`src/rtl/bus_timer.sv`:
```
// Memory-mapped interval timer: TH reload, TL counter, TCON control/status, PSC prescaler.
// Raises a level IRQ on counter overflow while interrupts are enabled.
module bus_timer #(
  parameter logic [31:0] BASE_ADDR = 32'h40000000,
  parameter int          PSC_W     = 16
) (
  input  logic        clk,
  input  logic        reset,
  input  logic        MemRead,
  input  logic        MemWrite,
  input  logic [31:0] address,
  input  logic [31:0] write_data,
  output logic [31:0] read_data,
  output logic        hit,
  output logic        IRQ
);

  localparam logic [1:0] SEL_TH   = 2'b00;
  localparam logic [1:0] SEL_TL   = 2'b01;
  localparam logic [1:0] SEL_TCON = 2'b10;
  localparam logic [1:0] SEL_PSC  = 2'b11;

  logic [31:0]      th_q, th_d;
  logic [31:0]      tl_q, tl_d;
  logic [2:0]       tcon_q, tcon_d;
  logic [PSC_W-1:0] psc_q, psc_d;
  logic [PSC_W-1:0] pc_q, pc_d;

  logic [1:0] sel;
  logic       wr_en;
  logic       tick;
  logic       ovf_tick;
  logic       unused_addr_bits;

  assign sel              = address[3:2];
  assign hit              = (address[31:4] == BASE_ADDR[31:4]);
  assign wr_en            = MemWrite & hit;
  assign unused_addr_bits = ^address[1:0];

  // Tick decision uses the current EN, so a write clearing EN still lets this tick finish.
  assign tick     = tcon_q[0] & (pc_q == psc_q);
  assign ovf_tick = tick & (tl_q == 32'hFFFF_FFFF);

  assign IRQ = tcon_q[1] & tcon_q[2];

  always_comb begin
    read_data = 32'h0;
    if (MemRead && hit) begin
      unique case (sel)
        SEL_TH:   read_data = th_q;
        SEL_TL:   read_data = tl_q;
        SEL_TCON: read_data = {29'h0, tcon_q};
        SEL_PSC:  read_data = 32'(psc_q);
        default:  read_data = 32'h0;
      endcase
    end
  end

  always_comb begin
    th_d   = th_q;
    tl_d   = tl_q;
    tcon_d = tcon_q;
    psc_d  = psc_q;
    pc_d   = pc_q;

    if (tick) begin
      tl_d = ovf_tick ? th_q : tl_q + 32'd1;
    end

    if (!tcon_q[0] || tick) begin
      pc_d = '0;
    end else begin
      pc_d = pc_q + 1'b1;
    end

    if (wr_en) begin
      unique case (sel)
        SEL_TH:   th_d = write_data;
        SEL_TL:   tl_d = write_data;
        SEL_TCON: begin
          tcon_d = write_data[2:0];
          if (tcon_q[0] && !write_data[0]) pc_d = '0;
        end
        SEL_PSC:  begin
          psc_d = write_data[PSC_W-1:0];
          pc_d  = '0;
        end
        default:  ;
      endcase
    end

    // Overflow status wins over a same-cycle software clear so no interrupt is dropped.
    if (ovf_tick && tcon_q[1]) begin
      tcon_d[2] = 1'b1;
    end
  end

  always_ff @(posedge clk or negedge reset) begin
    if (!reset) begin
      th_q   <= 32'h0;
      tl_q   <= 32'h0;
      tcon_q <= 3'h0;
      psc_q  <= '0;
      pc_q   <= '0;
    end else begin
      th_q   <= th_d;
      tl_q   <= tl_d;
      tcon_q <= tcon_d;
      psc_q  <= psc_d;
      pc_q   <= pc_d;
    end
  end

endmodule

```
`config.mk`:
```
export PLATFORM = sky130hd
export DESIGN_NAME = bus_timer
export DESIGN_NICKNAME = d
export VERILOG_FILES = /design/src/rtl/bus_timer.sv
export SDC_FILE = /design/constraint.sdc
export NUM_CORES = 1
export LEC_CHECK = 0
export ABC_AREA = 1
export CORE_AREA = 2 2 110 112
export DETAILED_ROUTE_END_ITERATION = 7
export DIE_AREA = 0 0 112 114
export GPL_ROUTABILITY_DRIVEN = 0
export PLACE_DENSITY = 0.95
export SETUP_SLACK_MARGIN = 0.5
export SLEW_MARGIN = 25
export SYNTH_ARGS = -nofsm -noshare
export SYNTH_HDL_FRONTEND = slang
export SYNTH_SLANG_ARGS = --single-unit
```
`constraint.sdc`:
```
create_clock -name clk -period 3.6 [get_ports clk]
set_input_delay 0.72 -clock clk [delete_from_list [all_inputs] [get_ports clk]]
set_output_delay 0.72 -clock clk [all_outputs]
set_load 0.05 [all_outputs]
```
* After elaboration in Yosys (flattened, before gate mapping) *
Cells that the tools add are included.

storage, ports and cells
  flip-flop bits (word level) = 99
  input bits = 68
  logic and storage cells = 44

cells by class
  add/subtract/negate cells = 2
  equality and inequality tests = 6
  muxes and demuxes = 13
  bitwise logic cells = 4
  reductions and logical operators = 13

operators by type and width
  kind                                              number
  two-way mux 32 bit                                5
  one-hot mux 32 bit (4 select lines)               1
  two-way mux 16 bit                                3
  adder 32 x 1 -> 32 bit (second input constant)    1
  == test 32 bit (second input constant)            1
  one-hot mux 16 bit (2 select lines)               1
  == test 28 x 27 -> 1 bit (second input constant)  1
  adder 16 x 1 -> 16 bit (second input constant)    1
  == test 16 bit                                    1
  AND reduction 2 bit                               4
  two-way mux 3 bit                                 2
  AND 1 bit                                         4
  == test 2 bit (second input constant)             2
  nonzero test 2 bit                                2
  logical AND 1 bit                                 3
  == test 2 x 1 -> 1 bit (second input constant)    1
  logical NOT 1 bit                                 2
  logical NOT 2 bit                                 1
  logical OR 1 bit                                  1
  two-way mux 1 bit                                 1

* Logic depth before layout (Yosys ltp) *
  depth in word-level cells = 7
  gate-level depth with buffers = 12
  mapped depth without buffers = 12

* Worst setup path before layout *
No wires, ideal clock.

  path type = input-to-output
  start point = input port address[29]
  end point = output port read_data[10]
  arrival time = 3.973 ns
  required time = 2.880 ns
  path slack = -1.093 ns
  stages on the path = 6
  path through = nor2_1 nand3b_1 nor4_1 nand2_1 clkbuf_1 a31oi_1

between the ends
  word-level cells in the longest chain between the ends = 3

RTL lines
  item                      RTL line  RTL
  from (decl)               11        input logic [31:0] address,
  == test 28 x 27 -> 1 bit  36        assign hit = (address[31:4] == BASE_ADDR[31:4]);
  via hit                   14        output logic hit,
  logical AND 1 bit         48        if (MemRead && hit) begin
  two-way mux 32 bit        48
  to (decl)                 13        output logic [31:0] read_data,

The timed path passes the listed nets, and every way through them passes these cells.

* Worst setup path in the final report *
  start point = input port address[30]
  end point = output port read_data[12]

between the ends
  word-level cells in the longest chain between the ends = 3

RTL lines
  item                      RTL line
  == test 28 x 27 -> 1 bit  36
  logical AND 1 bit         48
  two-way mux 32 bit        48

Every way passes these cells.

==> flow_metrics.tcl <==
set metrics [dict create \
    ir_worst_vdd_mv 0.1922 \
    clk_path_buf_depth 2 \
    multiInputGateArea_um2 4013 \
    cts_tree "yes" \
    end_kind "output port" \
    required_ns 2.88 \
    final_layout_size_suffix_gt1_frac 0.1608 \
    cts.sinks 99 \
    reg2reg_to "tl_q[18]" \
    cts_buffers 9 \
    slew_violations 0 \
    finalCriticalPeriod_ns 3.040 \
    clock_skew_ns 0.01466 \
    cts_hold_buffers 0 \
    crit_type "primary input to output port" \
    status "completed" \
    route.detailed.drc 0 \
    seq_area_um2 2477 \
    synth_cell_type_count 39 \
    grt_pass1_wl_mm 34.10 \
    area_growth_pct 35.13 \
    num_antenna_cells 0 \
    power.density_nw_per_um2 254.5 \
    crit_start "address[30]" \
    relSlewSlack 0.5901 \
    clk_latency_ns 0.36 \
    final.period_utilization 0.8445 \
    crit_path_start_kind "primary input" \
    synthFlopType "dfrtp_1" \
    synth-edff-count 0 \
    finalSetupViolations 0 \
    path_cells "dlygate4sd2_1, nand3b_1, nor4_4, nand2_4, buf_6, buf_16, a31oi_4, buf_12" \
    ant_nets 0 \
    drv_cap 0 \
    synth_area_um2 6668 \
    report.power.total_w 0.002293 \
    tightest_slew_ns 0.6140 \
    layout.nets 1203 \
    fillers 763 \
    setup_tns_ns 0 \
    reg2reg_slack_ns 1.12 \
    synth-seq-cells 99 \
    track_usage 0.3318 \
    hold_viol 0 \
    die-area_um2 12770 \
    crit_slowest_cell "nor4_4" \
    clk_pin_slew_worst_paths_ns 0.06 \
    path_buf_inv 4 \
    ys_warn_count 0 \
    synth_nets 1096 \
    drt_iter0_markers 934 \
    crit_path_max_incr_delay_ns 0.41 \
    root_buffer "clkbuf_16" \
    grt_max_degree 100 \
    vias 7571 \
    crit_family "simple AND/OR/NAND/NOR gates" \
    fin_cells 1285 \
    wl_per_cell_um 16.46 \
    die_h_um 114 \
    h-tree-depth 3 \
    endpoint "read_data[12]" \
    start_util 0.5693 \
    async_reset_ff_frac 1.000 \
    io_pins 102 \
    num_rows 40 \
    cp_max_fo 5 \
    antenna_found_initial 0 \
    first_pass_iters 6 \
    reg2reg_depth 11 \
    syn_inst 1026 \
    grt_pass1_vias 7138 \
    dp_hpwl_mm 13.59 \
    io_buffers 99 \
    leakage_nw 3.963 \
    drt_wl_total_mm 21.15 \
    viasPerCell 5.892 \
    fp.coreArea_um2 11710 \
    r2r-start "tl_q[0]" \
    fp.dieW_um 112 \
    worst-path-stages 8 \
    hp-class "primary input to asynchronous set/reset pin" \
    max_clock_freq_ghz 0.3289 \
    grt.overflow.total 0 \
    crit_arrival_ns 2.32 \
    rsz0062_at_grt "yes" \
    synth_area_per_cell_um2 6.499 \
    placed_cells 1246 \
    ys_seq_area_frac 0.3716 \
]
## stage by stage
step                hold WS, ns  setup WS, ns  utilization  instance area (um^2)
floorplan                0.4244        0.3555            -                  7117
global placement         0.4794        0.2673       0.7287                  8534
detailed placement       0.4885        0.2528       0.7287                  8534
CTS                      0.4462        0.4778       0.7694                  9011
global route             0.4402        0.4605       0.7693                  9010
finish                   0.3772        0.5599       0.7693                  9010
## per-layer routing
| metal | part of all wire | global-route usage | vias up |
|---|---|---|---|
| li1 | - | - | 3493 |
| met3 | 0.10 | 0.06748 | 102 |
| met2 | 0.48 | 0.5483 | 513 |
| met4 | 0.046 | 0.1415 | 0 |
| met5 | 0 | 0 | - |
| met1 | 0.37 | 0.4285 | 3463 |
## flip-flops by register name (all words and copies together) (netlist names)
name,count
tl_q,32
pc_q,16
th_q,32
tcon_q,3
psc_q,16
## cells by family after synthesis
| kind of cell | count (synthesis) | synth area share |
|---|---|---|
| AO/OA/AOI/OAI | 169 | 0.1392 |
| XOR/XNOR | 22 | 0.02890 |
| adder cells (fa/ha/maj) | 2 | 0.003752 |
| buffers and inverters | 160 | 0.09533 |
| flip-flops | 99 | 0.3716 |
| AND/OR/NAND/NOR | 574 | 0.3612 |
## cells in the final DEF, fill, tap and decap left out, types with 11 or more instances in the layout
cell	netlist	routed
dfrtp_1	99	99
clkbuf_2	0	22
nand4_1	12	12
a21oi_1	90	74
nor2_1	130	119
nand3_1	53	53
nand2_1	344	343
nor2_4	3	11
inv_1	111	110
a21oi_4	0	16
o21ai_0	40	40
xor2_1	14	14
clkdlybuf4s50_1	0	35
buf_4	1	28
buf_12	0	34
## report_power, final
part	total (W)	switching (W)	internal, W
combinational	0.000168	0.0000940	0.0000738
sequential	0.00112	0.00000445	0.00111
clock	0.00101	0.000449	0.000558
## area by class of cell
cell class | count | area share
Timing Repair Buffer | 135 | 0.1747
Clock inverter | 6 | 0.007221
Inverter | 121 | 0.05083
Sequential cell | 99 | 0.2750
Multi-Input combinational cell | 767 | 0.4454
Tap cell | 147 | 0.02041
Clock buffer | 10 | 0.02652
## cells in the mapped netlist (5+ instances only)
master    count  area, um^2
o21ai_1       5       25.02
clkbuf_1     22       82.58
dfrtp_1      99        2477
nand2_1     344        1291
nand3_1      53       265.3
a31oi_1      12       75.07
o211ai_1     10       75.07
inv_1       111       416.7
nor2_1      130       488.0
buf_2        13       65.06
nor3_1        9       45.04
a21oi_1      90       450.4
nand4_1      12       75.07
xor2_1       14       122.6
inv_2        10       37.54
o21ai_0      40       200.2
xnor2_1       8       70.07
## how the worst min path moves through the flow
stage,end,slack [ns]
after floorplan,pc_q[0],0.42
after global placement,th_q[24],0.48
after detailed placement,th_q[30],0.49
after CTS,pc_q[12],0.45
after global routing,pc_q[12],0.44
final,pc_q[12],0.38
## repair_timing
item	4_1_cts	5_1_grt
pin swaps	17	18
endpoints found under the hold margin	0	0
setup endpoints to repair	32	34
buffers inserted	14	7
resized for setup	49	46
cloned	2	0
Note: power is estimated with default switching activity, not from simulation.
